File: src/rtl/wb_lane_collector_pkg.sv
// wb_lane_collector_pkg: shared state codes, lane count and default widths for the write-back lane collector.
// Latency: n/a (types, constants and one combinational helper only).
// Backpressure: n/a.
package wb_lane_collector_pkg;

   localparam int WB_NUM_LANES  = 4;
   localparam int WB_DEF_DATA_W = 32;
   localparam int WB_DEF_REG_AW = 5;

   typedef enum logic [1:0] {
      WB_IDLE    = 2'd0,
      WB_COLLECT = 2'd1,
      WB_WRITE   = 2'd2
   } wb_state_t;

   // A group is complete once everything already held plus everything
   // arriving this cycle covers the expected lane set.
   function automatic logic group_complete(
      input logic [WB_NUM_LANES-1:0] captured,
      input logic [WB_NUM_LANES-1:0] fresh,
      input logic [WB_NUM_LANES-1:0] mask
   );
      return ((captured | fresh) == mask);
   endfunction

endpackage

File: src/rtl/wb_lane_slot.sv
// wb_lane_slot: one lane's result register, captured flag and capture/stray classification.
// Latency: strobe in cycle t -> data_q/captured updated at the end of t.
// Backpressure: none; a strobe that cannot be taken is reported on stray and dropped.
// Ports: clear (start of group), expected (lane wanted now), strobe/data (lane result),
//        captured/data_q (held state), capture (taken this cycle), stray (rejected this cycle).
module wb_lane_slot
   import wb_lane_collector_pkg::*;
#(
   parameter int DATA_W = WB_DEF_DATA_W
) (
   input  logic              clk,
   input  logic              rst_n,
   input  logic              clear,
   input  logic              expected,
   input  logic              strobe,
   input  logic [DATA_W-1:0] data,
   output logic              captured,
   output logic              capture,
   output logic              stray,
   output logic [DATA_W-1:0] data_q
);

   // Only the first strobe of an expected lane is taken; duplicates and
   // unexpected lanes are flagged without touching the stored value.
   assign capture = strobe & expected & ~captured;
   assign stray   = strobe & ~capture;

   // clear and capture never coincide: clear fires on descriptor accept,
   // which happens outside COLLECT where expected is low.
   always_ff @(posedge clk or negedge rst_n) begin
      if (!rst_n) begin
         captured <= 1'b0;
         data_q   <= '0;
      end else if (clear) begin
         captured <= 1'b0;
         data_q   <= '0;
      end else if (capture) begin
         captured <= 1'b1;
         data_q   <= data;
      end
   end

endmodule

File: src/rtl/wb_lane_collector.sv
// wb_lane_collector: latches a write-back group descriptor, gathers up to four out-of-order lane results, presents the group.
// Latency: accept in t -> COLLECT from t+1; last lane strobe in t -> wb_valid in t+1; forced completion TIMEOUT cycles after COLLECT entry.
// Backpressure: wb_ready low holds WRITE with all outputs frozen; lane strobes are never stalled and late/stray ones set err_unexpected.
// Ports: issue_valid/issue_ready + issue_rd/issue_lane_mask/issue_en_sat (descriptor in); lane_valid/lane_data (results in);
//        wb_valid/wb_ready + wb_rd/wb_lane_mask/wb_en_sat/data_res_0..3 (group out); err_unexpected/err_timeout (sticky).
module wb_lane_collector
   import wb_lane_collector_pkg::*;
#(
   parameter int DATA_W  = WB_DEF_DATA_W,
   parameter int REG_AW  = WB_DEF_REG_AW,
   parameter int TIMEOUT = 255
) (
   input  logic                           clk,
   input  logic                           rst_n,
   input  logic                           issue_valid,
   output logic                           issue_ready,
   input  logic [REG_AW-1:0]              issue_rd,
   input  logic [WB_NUM_LANES-1:0]        issue_lane_mask,
   input  logic                           issue_en_sat,
   input  logic [WB_NUM_LANES-1:0]        lane_valid,
   input  logic [WB_NUM_LANES*DATA_W-1:0] lane_data,
   output logic                           wb_valid,
   input  logic                           wb_ready,
   output logic [REG_AW-1:0]              wb_rd,
   output logic [WB_NUM_LANES-1:0]        wb_lane_mask,
   output logic                           wb_en_sat,
   output logic [DATA_W-1:0]              data_res_0,
   output logic [DATA_W-1:0]              data_res_1,
   output logic [DATA_W-1:0]              data_res_2,
   output logic [DATA_W-1:0]              data_res_3,
   output logic                           err_unexpected,
   output logic                           err_timeout
);

   // Counter must be able to hold TIMEOUT-1 even when TIMEOUT is 1.
   localparam int CNT_W = $clog2(TIMEOUT + 1);

   wb_state_t                state_q;
   wb_state_t                state_d;
   logic [CNT_W-1:0]         cnt_q;
   logic [REG_AW-1:0]        rd_q;
   logic [WB_NUM_LANES-1:0]  lane_mask_q;
   logic                     en_sat_q;

   logic                     issue_fire;
   logic                     in_collect;
   logic                     all_done;
   logic                     cnt_at_limit;
   logic                     timed_out;
   logic [WB_NUM_LANES-1:0]  cap_vec;
   logic [WB_NUM_LANES-1:0]  cap_new;
   logic [WB_NUM_LANES-1:0]  stray_vec;
   logic [DATA_W-1:0]        slot_dat [WB_NUM_LANES];

   assign issue_fire   = issue_valid & issue_ready;
   assign in_collect   = (state_q == WB_COLLECT);
   assign all_done     = group_complete(cap_vec, cap_new, lane_mask_q);
   assign cnt_at_limit = (cnt_q == CNT_W'(TIMEOUT - 1));
   // Completion in the last allowed cycle wins over the timeout.
   assign timed_out    = in_collect & ~all_done & cnt_at_limit;

   // ---------------------------------------------------------------
   // Lane slots
   // ---------------------------------------------------------------
   for (genvar i = 0; i < WB_NUM_LANES; i++) begin : g_slot
      wb_lane_slot #(
         .DATA_W (DATA_W)
      ) u_slot (
         .clk      (clk),
         .rst_n    (rst_n),
         .clear    (issue_fire),
         .expected (in_collect & lane_mask_q[i]),
         .strobe   (lane_valid[i]),
         .data     (lane_data[DATA_W*i +: DATA_W]),
         .captured (cap_vec[i]),
         .capture  (cap_new[i]),
         .stray    (stray_vec[i]),
         .data_q   (slot_dat[i])
      );
   end

   // ---------------------------------------------------------------
   // FSM: state register
   // ---------------------------------------------------------------
   always_ff @(posedge clk or negedge rst_n) begin
      if (!rst_n) begin
         state_q <= WB_IDLE;
      end else begin
         state_q <= state_d;
      end
   end

   // ---------------------------------------------------------------
   // FSM: next state
   // ---------------------------------------------------------------
   always_comb begin
      state_d = state_q;
      case (state_q)
         WB_IDLE: begin
            // An empty mask is accepted and dropped without a write.
            if (issue_fire) begin
               state_d = (issue_lane_mask != '0) ? WB_COLLECT : WB_IDLE;
            end
         end
         WB_COLLECT: begin
            if (all_done || cnt_at_limit) begin
               state_d = WB_WRITE;
            end
         end
         WB_WRITE: begin
            // The handshake cycle may also accept the next descriptor.
            if (wb_ready) begin
               state_d = (issue_fire && (issue_lane_mask != '0)) ? WB_COLLECT : WB_IDLE;
            end
         end
         default: state_d = WB_IDLE;
      endcase
   end

   // ---------------------------------------------------------------
   // FSM: outputs
   // ---------------------------------------------------------------
   always_comb begin
      issue_ready = 1'b0;
      wb_valid    = 1'b0;
      case (state_q)
         WB_IDLE: begin
            issue_ready = 1'b1;
         end
         WB_WRITE: begin
            wb_valid    = 1'b1;
            issue_ready = wb_ready;
         end
         default: begin
            issue_ready = 1'b0;
            wb_valid    = 1'b0;
         end
      endcase
   end

   // ---------------------------------------------------------------
   // Descriptor, timeout counter and sticky error flags
   // ---------------------------------------------------------------
   always_ff @(posedge clk or negedge rst_n) begin
      if (!rst_n) begin
         rd_q        <= '0;
         lane_mask_q <= '0;
         en_sat_q    <= 1'b0;
      end else if (issue_fire) begin
         rd_q        <= issue_rd;
         lane_mask_q <= issue_lane_mask;
         en_sat_q    <= issue_en_sat;
      end
   end

   always_ff @(posedge clk or negedge rst_n) begin
      if (!rst_n) begin
         cnt_q <= '0;
      end else if (issue_fire) begin
         cnt_q <= '0;
      end else if (in_collect) begin
         cnt_q <= cnt_q + CNT_W'(1);
      end
   end

   always_ff @(posedge clk or negedge rst_n) begin
      if (!rst_n) begin
         err_unexpected <= 1'b0;
         err_timeout    <= 1'b0;
      end else begin
         if (|stray_vec) begin
            err_unexpected <= 1'b1;
         end
         if (timed_out) begin
            err_timeout <= 1'b1;
         end
      end
   end

   // ---------------------------------------------------------------
   // Group outputs: all straight from flops, frozen while in WRITE.
   // ---------------------------------------------------------------
   assign wb_rd        = rd_q;
   assign wb_lane_mask = cap_vec;
   assign wb_en_sat    = en_sat_q;
   assign data_res_0   = slot_dat[0];
   assign data_res_1   = slot_dat[1];
   assign data_res_2   = slot_dat[2];
   assign data_res_3   = slot_dat[3];

endmodule

File: config.mk
export PLATFORM = sky130hd
export DESIGN_NAME = wb_lane_collector
export DESIGN_NICKNAME = d
export VERILOG_FILES = /design/src/rtl/wb_lane_collector_pkg.sv /design/src/rtl/wb_lane_slot.sv /design/src/rtl/wb_lane_collector.sv
export SDC_FILE = /design/constraint.sdc
export NUM_CORES = 1
export LEC_CHECK = 0
export ABC_AREA = 0
export ABC_CLOCK_PERIOD_IN_PS = 2100
export CAP_MARGIN = 20
export CORE_AREA = 4 4 123 125
export CTS_BUF_LIST = sky130_fd_sc_hd__clkbuf_8
export CTS_CLUSTER_SIZE = 12
export DETAILED_ROUTE_END_ITERATION = 8
export DIE_AREA = 0 0 127 129
export PLACE_DENSITY = 0.82
export REMOVE_ABC_BUFFERS = 1
export SYNTH_ARGS = -nofsm -noshare
export SYNTH_HDL_FRONTEND = slang
export SYNTH_SLANG_ARGS = --single-unit
export TNS_END_PERCENT = 10
File: constraint.sdc
create_clock -name clk -period 2.1 [get_ports clk]
set_input_delay 0.525 -clock clk [delete_from_list [all_inputs] [get_ports clk]]
set_output_delay 0.525 -clock clk [all_outputs]
set_load 0.05 [all_outputs]
==> flow_metrics.env <==
export IMPL_grt_pass1_wl_um=26600
export IMPL_synth_compound_area_share_pct=21.5
export IMPL_placementRows=43
export IMPL_tritoncts="built"
export IMPL_gp_congestion=0.852
export IMPL_clk_pin_slew_worst_paths_ps=90
export IMPL_p_per_area_nw_per_um2=1810
export IMPL_ys_top_cells_by_count="dfrtp_1, a22o_1, buf_2, nor2_1, buf_4"
export IMPL_fmax_mhz=490
export IMPL_dp_hpwl_um=12700
export IMPL_clkPwrFrac_pct=14.6
export IMPL_synth_avg_cell_area_um2=14.0
export IMPL_sw_frac_of_total_pct=50.3
export IMPL_p_int_mw=8.24
export IMPL_path_class="primary input to output port"
export IMPL_fin_worst_skew_ps=13.7
export IMPL_power_mw=16.6
export IMPL_crit_buf_inv=3
export IMPL_yosysMostFrequentCell="dfrtp_1"
export IMPL_synth_xor_area_share_pct=0.909
export IMPL_root_buffer="clkbuf_8"
export IMPL_finalHoldViolations=0
export IMPL_worst_pin_slew_ps=733
export IMPL_start_util_pct=41.7
export IMPL_fp_dieH_um=129
export IMPL_wire_per_inst_um=19.3
export IMPL_path_delay_family="buffers and inverters"
export IMPL_syn_inst=412
export IMPL_numCtsBuffers=17
export IMPL_grt_max_degree=47
export IMPL_dp_cells=861
export IMPL_nets=851
export IMPL_synthDominantCellAreaShare_pct=66.6
export IMPL_ys_ff_latch=154
export IMPL_setup_viol=0
export IMPL_netlist_area_um2=5780
export IMPL_core_um2=13900
export IMPL_setup_tns_ps=0
export IMPL_slew_headroom_pct=51.0
export IMPL_synthSimpleGateAreaFrac_pct=5.06
export IMPL_synth_distinct_cells=36
export IMPL_layout_min_cycle_time_ps=2040
export IMPL_overflow=0
export IMPL_finalMaxSlewViolations=0
export IMPL_peakVddDrop_mv=1.16
export IMPL_insertion_delay_ps=460
export IMPL_outcome="complete, no violations"
export IMPL_ios=288
export IMPL_critPathMaxStageDelay_ps=420
export IMPL_min_period_over_period_pct=97.2
export IMPL_drive_gt1_share_pct=11.3
export IMPL_die_area_um2=16400
export IMPL_muxShareOfSynthArea_pct=1.36
export IMPL_drv_cap=0
export IMPL_synth_edf_count=0
export IMPL_p_leak_nw=4.72
export IMPL_place_ws_ps=-493
export IMPL_start_kind="primary input"
export IMPL_die_w_um=127
export IMPL_drc=0
export IMPL_clock_sinks=154
export IMPL_drtAntennaViolNets=0
export IMPL_fin_cells=896
export IMPL_async_reset_ff_share_pct=100
export IMPL_diodes=0
export IMPL_vias=4656
export IMPL_grt_use_total_pct=20.9
export IMPL_required_ps=1570
export IMPL_area_growth_pct=58.7
export IMPL_wirelength_um=17300
export IMPL_cts_max_path_buffers=2
export IMPL_worst_slack_ps=59.6
export IMPL_synth_adder_area_share_pct=0.433
export IMPL_path_max_fanout=2
export IMPL_comb_power_share_pct=54.6
export IMPL_dr_pass1_iters=4
export IMPL_cp_end_kind="output port"
export IMPL_min_path_type="flop to flop"
export IMPL_worstPathCellList="clkdlybuf4s50_1, nor2b_2, buf_4, nor2_1, buf_4"
export IMPL_portBuffers=287
export IMPL_synth_top_family_by_area="compound AO/OA/AOI/OAI gates"
export IMPL_synthFlopType="dfrtp_1"
export IMPL_grt_antenna_before_repair=0
export IMPL_grt_pass1_vias=5040
export IMPL_slowest_stage="clkdlybuf4s50_1"
export IMPL_yosys_warnings=0
export IMPL_crit_top_cell="buf_4"
export IMPL_htree_levels=4
export IMPL_synth_area_top_cells="dfrtp_1, a22o_1, buf_4"
export IMPL_rsz0062_at_grt="false"
export IMPL_viasPerCell=5.20
export IMPL_hold_ws_ps=472
export IMPL_seqPwrFrac_pct=30.8
export IMPL_dr_first_iter_drc_count=175
export IMPL_seq_area_frac_synth_pct=66.6
export IMPL_rrSetupSlack_ps=170
export IMPL_worstPathArrival_ps=1520
export IMPL_synth_area_leader_cell="dfrtp_1"
export IMPL_power_switching_mw=8.33
export IMPL_num_fill_cells=1023
==> per-stage QoR <==
stage,util (%),instance area (µm²)
after floorplan,-,5590
after global placement,63.8,8850
after detailed placement,63.8,8850
after CTS,65.9,9150
after global routing,66.1,9180
final,66.1,9180
==> worst reg2reg max path, cell delays in order, from the launching register on <==
cell and delay, ps:
dfrtp_1 490, and2b_4 280, and3_1 240, nor2_4 600
a22o_1 260
==> final cells by class <==
type	instances	area, µm²	area share (%)
inverter	10	37.5	0.409
tap	180	225	2.45
sequential	154	3850	42.0
timing repair buffer	307	2900	31.6
clock inverter	12	161	1.76
multi-input combinational	213	1720	18.8
clock buffer	20	275	3.00
==> placed cells by master (no fill, tap or decap), types with 2 or more instances in the layout <==
cell and count:
dfrtp_1 154, nor2b_1 5, nor2_2 3, nand3b_1 3, xor2_1 6, mux2_1 7
inv_1 10, a31oi_1 4, dlygate4sd2_1 123, a21oi_1 2, o21ai_1 4, nor3_4 2
buf_4 31, ha_1 2, clkinvlp_4 3, nand4_1 5, a22o_1 128, clkdlybuf4s50_1 144
clkbuf_8 20, inv_6 4, and3_1 3, buf_12 5, bufinv_16 3, nor2_1 13
o22ai_1 2, nor2b_2 2, buf_8 2, nand2_1 7
==> power by group through the flow <==
stage	Combinational, mW	Clock, mW	Sequential (mW)
floorplan	1.82	0	9.41
global placement	9.67	0	5.15
detailed placement	9.83	0	5.16
CTS	9.07	2.49	5.11
global route	9.44	2.60	5.27
finish	9.05	2.42	5.11
==> registers in the layout (all words and copies together), names as in the netlist <==
register / count
state_q: 2
g_slot.u_slot.captured: 4
err_timeout: 1
wb_en_sat: 1
cnt_q: 8
wb_rd: 5
g_slot.u_slot.data_q: 128
lane_mask_q: 4
err_unexpected: 1
==> path summary, 6_finish.rpt <==
check,from,to,depth (start not counted)
min reg2reg,err_timeout$_DFFE_PN0P_,err_timeout$_DFFE_PN0P_,1
min,err_timeout$_DFFE_PN0P_,err_timeout$_DFFE_PN0P_,1
max,wb_ready,issue_ready,5
max in group asynchronous,rst_n,g_slot[2].u_slot.captured$_DFFE_PN0P_,3
min in group asynchronous,rst_n,g_slot[1].u_slot.data_q[23]$_DFFE_PN0P_,2
max reg2reg,state_q[0]$_DFFE_PN0P_,g_slot[0].u_slot.data_q[23]$_DFFE_PN0P_,4
==> logic make-up after synthesis <==
kind of cell | count (synthesis)
fa+ha+maj | 2
flops | 154
mux | 7
simple gates | 51
xor+xnor | 6
compound gates | 147
buf+inv | 45
==> metal layers <==
layer	track usage [%]	vias to the layer above	part of all wire (%)
met5	0	-	0
met4	7.82	0	1.6
met3	8.88	23	9.2
met2	33.7	215	49
met1	25.3	2288	40
li1	-	2130	-
==> timing repair <==
item | in CTS | in global routing
resized for setup | 124 | 0
setup buffers | 0 | 0
setup endpoints to repair | 124 | 0
hold endpoints to repair | 42 | 0
hold buffers | 1 | 0
(Power assumes the default switching activity.)
==> variant 1 (same flow settings) <==
Register the output `err_timeout` once more, cleared by the reset; this adds one clock of latency there. The other outputs are not delayed to match.
--- a/src/rtl/wb_lane_collector.sv
+++ b/src/rtl/wb_lane_collector.sv
@@ -35,6 +35,8 @@
    // Counter must be able to hold TIMEOUT-1 even when TIMEOUT is 1.
    localparam int CNT_W = $clog2(TIMEOUT + 1);
 
+   logic err_timeout_s0;
+
    wb_state_t                state_q;
    wb_state_t                state_d;
    logic [CNT_W-1:0]         cnt_q;
@@ -166,13 +168,13 @@
    always_ff @(posedge clk or negedge rst_n) begin
       if (!rst_n) begin
          err_unexpected <= 1'b0;
-         err_timeout    <= 1'b0;
+         err_timeout_s0 <= 1'b0;
       end else begin
          if (|stray_vec) begin
             err_unexpected <= 1'b1;
          end
          if (timed_out) begin
-            err_timeout <= 1'b1;
+            err_timeout_s0 <= 1'b1;
          end
       end
    end
@@ -188,5 +190,13 @@
    assign data_res_2   = slot_dat[2];
    assign data_res_3   = slot_dat[3];
 
+   always_ff @(posedge clk or negedge rst_n) begin
+      if (!rst_n) begin
+         err_timeout <= '0;
+      end else begin
+         err_timeout <= err_timeout_s0;
+      end
+   end
+
 endmodule
 
Function: same outputs for any inputs over 4 cycles, from zero or initial values and one cycle with rst_n low; that may be too few to reach the edited logic, so the function may still have changed.
==> variant 1 against the unedited design <==
Setup slack better by 0.031 ns. Final area about the same. Clock skew fell by 0.0029 ns. Synthesized area rose by 0.43%. Sequential cell count increased by 1. Sequential share of layout area rose by 0.25 points. Routed wire length grew 0.10%. Via count increased by 1.6%. Total power barely moved. Largest cell class unchanged.
==> variant 1: results (changes against the unedited design) <==
----------------------------------------------------
[Run status]
  Outcome ... completed

[Setup path]
  Setup slack on the worst flop-to-flop path ... 0.14 ns (-0.03 ns)
  Endpoint of the worst register-to-register path ... g_slot[0].u_slot.data_q[9]$_DFFE_PN0P_

[Power and ir drop]
  Switching share of power ... 50.3% (about the same)
  Worst voltage drop across the vdd grid ... 0.989 mV (-15%)

[Synth]
  Top cells by area in the synthesized netlist ... sky130_fd_sc_hd__dfrtp_1 (67%), sky130_fd_sc_hd__a22o_1 (19%), sky130_fd_sc_hd__buf_4 (1.6%), sky130_fd_sc_hd__buf_2 (1.5%), sky130_fd_sc_hd__mux2_1 (1.4%)
  Sequential fraction of the synthesis area ... 66.8% (+0.14 points)

[Routing]
  Number of vias in the routed layout ... 4732 (+1.6%)
  Met3 WL post-DR ... 1550 um (-2.1%)
  Total met2 wirelength after detailed routing ... 8570 um (+0.29%)
  Mean routed wirelength per cell ... 19.3 um (+0.10%)
  Count of routing violations after the opening detailed-route iteration ... 247 (+41%)
  M1 WL ... 6820 um (-1.2%)

[Timing]
  Final critical delay including setup and external delays ... 2.01 ns (-0.0308 ns)
  Setup clock skew after layout ... 0.0108 ns (-0.00288 ns)
  Slew HR ... 50.8% (-0.25 points)

[Hold path]
  Worst min-delay path startpoint ... err_timeout_s0$_DFFE_PN0P_
  Hold Path Depth ... 0 (-1)
  Worst Hold Path EP ... err_timeout$_DFF_PN0_

[Clock tree]
  Number of gates resized after cts ... 127 (+2.4%)

[Placed design]
  Detailed placer's ending HPWL ... 12600 um (-0.65%)
  Routability congestion estimate ... 0.864 (+1.4%)
  Pre-CTS WS ... -0.507 ns (-0.0130 ns)
  Placement-stage cell area ... 8860 um2 (about the same)

[Finish]
  FILL cells ... 1065 (+4.1%)

[Global route]
  Vias in the first global route ... 5154 (+2.3%)
  Overall track demand over capacity in global routing ... 21.5% (+0.55 points)
  Number of antenna violations at the first check in global routing ... 0 (unchanged)

----------------------------------------------------
## variant 1: cell types whose count changed in the layout (fill, tap and decap cells not counted), sizes merged
cell | unedited run | this run
clkinv | 2 | 4
inv | 14 | 12
buf | 39 | 38
dfrtp | 154 | 155
## variant 1: cells by family (layout without fill, tap and decap cells)
kind of cell | count (synthesis) | after routing | synth area share (%)
AO/OA/AOI/OAI | 147 | 147 | 21.5
buffers and inverters | 45 | 348 | 4.05
AND/OR/NAND/NOR | 51 | 51 | 5.04
flip-flops | 155 | 155 | 66.8
adder cells (fa/ha/maj) | 2 | 2 | 0.431
XOR/XNOR | 6 | 6 | 0.905
multiplexers | 7 | 7 | 1.36
## variant 1: worst max-delay path, stage by stage
cell	delay [ns]
sky130_fd_sc_hd__clkdlybuf4s50_1	0.47
sky130_fd_sc_hd__nor2b_2	0.06
sky130_fd_sc_hd__buf_4	0.13
sky130_fd_sc_hd__nor2_1	0.12
sky130_fd_sc_hd__buf_6	0.18
## variant 1: power groups by stage
stage	Combinational (mW)	Clock, mW	Sequential [mW]
4_1_cts	9.08	2.47	5.15
3_5_place_dp	9.82	0	5.18
2_1_floorplan	1.82	0	9.43
6_report	9.03	2.40	5.14
3_3_place_gp	9.65	0	5.18
5_1_grt	9.44	2.60	5.32
## variant 1: layout make-up
class                      instances  area share [%]
clock buffer                      20            3.00
clock inverter                    12            1.76
multi-input combinational        213            18.8
inverter                          10           0.409
tap                              180            2.45
sequential                       155            42.2
timing repair buffer             306            31.3
## variant 1: layer usage
layer	GRT usage, %	vias to the layer above
met5	0	-
met1	25.9	2347
met2	35.0	230
met3	8.26	30
met4	8.52	0
li1	-	2125
## variant 1: worst max path at each step
stage	start	end
floorplan	g_slot[2].u_slot.captured$_DFFE_PN0P_	g_slot[2].u_slot.data_q[0]$_DFFE_PN0P_
global placement	wb_ready	g_slot[3].u_slot.data_q[12]$_DFFE_PN0P_
detailed placement	wb_ready	g_slot[3].u_slot.data_q[5]$_DFFE_PN0P_
CTS	state_q[1]$_DFFE_PN0P_	issue_ready
global route	state_q[1]$_DFFE_PN0P_	issue_ready
finish	wb_ready	issue_ready
## variant 1: stage by stage
stage | utilization, % | hold WS [ns] | cells | TNS [ns] | power, mW
5_1_grt | 66.2 | 0.421 | 896 | 0 | 17.4
4_1_cts | 66.0 | 0.399 | 894 | 0 | 16.7
2_1_floorplan | - | 0.229 | 378 | -81.59 | 11.3
6_report | 66.2 | 0.396 | 896 | 0 | 16.6
3_5_place_dp | 63.8 | 0.374 | 861 | -40.81 | 15.0
3_3_place_gp | 63.8 | 0.373 | 861 | -33.26 | 14.8
==> variant 2 (same settings) <==
Made on the original files. The package constant `WB_DEF_REG_AW` goes from 5 to 6.
--- a/src/rtl/wb_lane_collector_pkg.sv
+++ b/src/rtl/wb_lane_collector_pkg.sv
@@ -5,7 +5,7 @@
 
    localparam int WB_NUM_LANES  = 4;
    localparam int WB_DEF_DATA_W = 32;
-   localparam int WB_DEF_REG_AW = 5;
+   localparam int WB_DEF_REG_AW = 6;
 
    typedef enum logic [1:0] {
       WB_IDLE    = 2'd0,
Interface: changed (resized issue_rd and wb_rd); port bits go from 288 to 290. The function was not compared with the original's and may differ.
==> variant 2 against the unedited design <==
Final cell count increased by 0.45%. Count of clock-buffer cells in the layout fell by 1. Setup slack hardly changed. Total power grew 0.92%. Sequential cell count increased by 1. Routed wire length shrank 2.1%. Final area is 1.1% higher. Sequential share of layout area decreased by 0.19 points. Synthesized area increased by 1.7%. Highest routed layer unchanged.
==> variant 2: results (changes against the unedited design) <==
----------------------------------------------------
[Routing]
  Count of routing violations after the opening detailed-route iteration ... 292 (+67%)
  Routed wire length ... 16900 um (-2.1%)
  Vias per cell ... 5.25 (+1.0%)
  Number of vias in the routed layout ... 4724 (+1.5%)

[Global route]
  Overall track demand over capacity in global routing ... 20.8% (-0.11 points)
  Largest net degree at the start of global routing ... 59 (+26%)
  Vias in the first global route ... 5071 (+0.62%)
  Wire length of the first global-routing pass ... 26700 um (+0.62%)

[Placed design]
  Routability congestion estimate ... 0.834 (-2.1%)
  Detailed placer's ending HPWL ... 12600 um (-1.1%)
  Number of I/O port buffers ... 289 (+0.70%)
  Placed cell count ... 868 (+0.81%)

[Power and ir drop]
  Leakage power total ... 4.77 nW (+1.1%)
  Worst voltage drop across the vdd grid ... 1.05 mV (-9.7%)

[Clock tree]
  Number of buffers inserted during clock tree synthesis ... 17 (unchanged)
  Post-CTS clock slew at the launch and capture registers of the worst setup and hold paths ... roughly 0.080 ns
  Clock latency on the worst-skew pair ... 0.43 ns (-0.03 ns)
  CTS H-tree depth ... 4 (unchanged)

[Setup path]
  Largest stage delay on the critical path ... 0.51 ns (+0.09 ns)
  Worst EP arrival ... 1.52 ns (about the same)

[Synth]
  Distinct cells, synth ... 37 (+2.8%)
  Count of flip-flops with a built-in enable after synthesis ... 0 (unchanged)
  Sequential fraction of the synthesis area ... 66.0% (-0.67 points)
  Top cells by area in the synthesized netlist ... sky130_fd_sc_hd__dfrtp_1 (66%), sky130_fd_sc_hd__a22o_1 (19%), sky130_fd_sc_hd__buf_2 (1.9%), sky130_fd_sc_hd__mux2_2 (1.5%), sky130_fd_sc_hd__buf_6 (0.96%)
  Cells after Synth ... 414 (+0.49%)
  Synth cell count leaders ... sky130_fd_sc_hd__dfrtp_1 (155), sky130_fd_sc_hd__a22o_1 (128), sky130_fd_sc_hd__buf_2 (22)
  Warnings from Yosys ... 0 (unchanged)
  Main synth FF type ... sky130_fd_sc_hd__dfrtp_1

[Finish]
  Share of post-route cells with drive strength above 1 ... 11.8% (+0.49 points)
  FILL cells ... 1038 (+1.5%)
  Number of nets in the final layout ... 856 (+0.59%)

[Run status]
  Outcome ... completed

[Timing]
  Setup clock skew after layout ... 0.00992 ns (-0.00378 ns)
  Transition time at the pin with the least slew margin ... 0.691 ns (-0.0420 ns)

[Hold path]
  Class of the tightest hold or removal check ... in2async

----------------------------------------------------
==> variant 2: worst register-to-register path: cells and delay by family, from the launching register on <==
kind / cells / cell delay (ns)
DFF: 1 / 0.57
AOI/OAI and AO/OA: 1 / 0.12
and+or+nand+nor: 3 / 0.74
buffers and inverters: 1 / 0.35
==> variant 2: area by class of cell <==
| class | count | area, um2 | area share [%] |
|---|---|---|---|
| clock buffers | 19 | 262 | 2.82 |
| clock inverters | 13 | 175 | 1.89 |
| inverters | 10 | 37.5 | 0.404 |
| multi-input cells | 214 | 1760 | 18.9 |
| flip-flops and latches | 155 | 3880 | 41.8 |
| well taps | 180 | 225 | 2.43 |
| repair buffers | 309 | 2950 | 31.8 |
==> variant 2: kinds of logic (layout without fill, tap and decap cells) <==
family                   Yosys count  after routing  synth area share [%]
multiplexers                       8              8                  1.53
adder cells (fa/ha/maj)            2              2                 0.425
AND/OR/NAND/NOR                   51             51                  5.57
buffers and inverters             45            351                  4.43
flip-flops                       155            155                  66.0
AO/OA/AOI/OAI                    147            147                  21.2
XOR/XNOR                           6              6                 0.894
==> variant 2: final timing paths <==
kind	from	endpoint	slack [ns]	cells after the start
max in group asynchronous	rst_n	wb_rd[3]$_DFFE_PN0P_	1.39	2
min in group clk	err_timeout$_DFFE_PN0P_	err_timeout$_DFFE_PN0P_	0.47	1
min	rst_n	g_slot[3].u_slot.data_q[15]$_DFFE_PN0P_	0.02	1
max reg2reg	state_q[0]$_DFFE_PN0P_	err_unexpected$_DFFE_PN0P_	0.19	5
min reg2reg	err_timeout$_DFFE_PN0P_	err_timeout$_DFFE_PN0P_	0.47	1
max	wb_ready	issue_ready	0.06	5
==> variant 2: repair_timing <==
action / 4_1_cts / 5_1_grt
endpoints found under the setup margin: 141 / 0
endpoints found under the hold margin: 0 / 0
gates resized for setup: 129 / 0
buffers inserted: 0 / 0
==> variant 2: through the flow <==
step	area (um2)	utilization [%]	setup slack, ns
2_1_floorplan	5660	-	-0.765
3_3_place_gp	8950	64.5	-0.527
3_5_place_dp	9000	64.8	-0.494
4_1_cts	9280	66.9	0.0485
5_1_grt	9280	66.9	0.0212
6_report	9280	66.9	0.0600
==> variant 2: report_power, final <==
group	switching [mW]	internal (mW)	leakage (nW)
Combinational	6.40	2.77	2.48
Sequential	0.851	4.30	2.07
Clock	1.06	1.35	0.218
Total	8.31	8.42	4.77
==> variant 2: routing by layer <==
metal | wire length, um | track usage (%) | vias to the layer above | share of wire, %
met5 | 0 | 0 | - | 0
li1 | - | - | 2141 | -
met1 | 6890 | 25.7 | 2305 | 41
met2 | 8170 | 33.8 | 249 | 48
met3 | 1510 | 7.26 | 29 | 8.9
met4 | 384 | 8.26 | 0 | 2.3
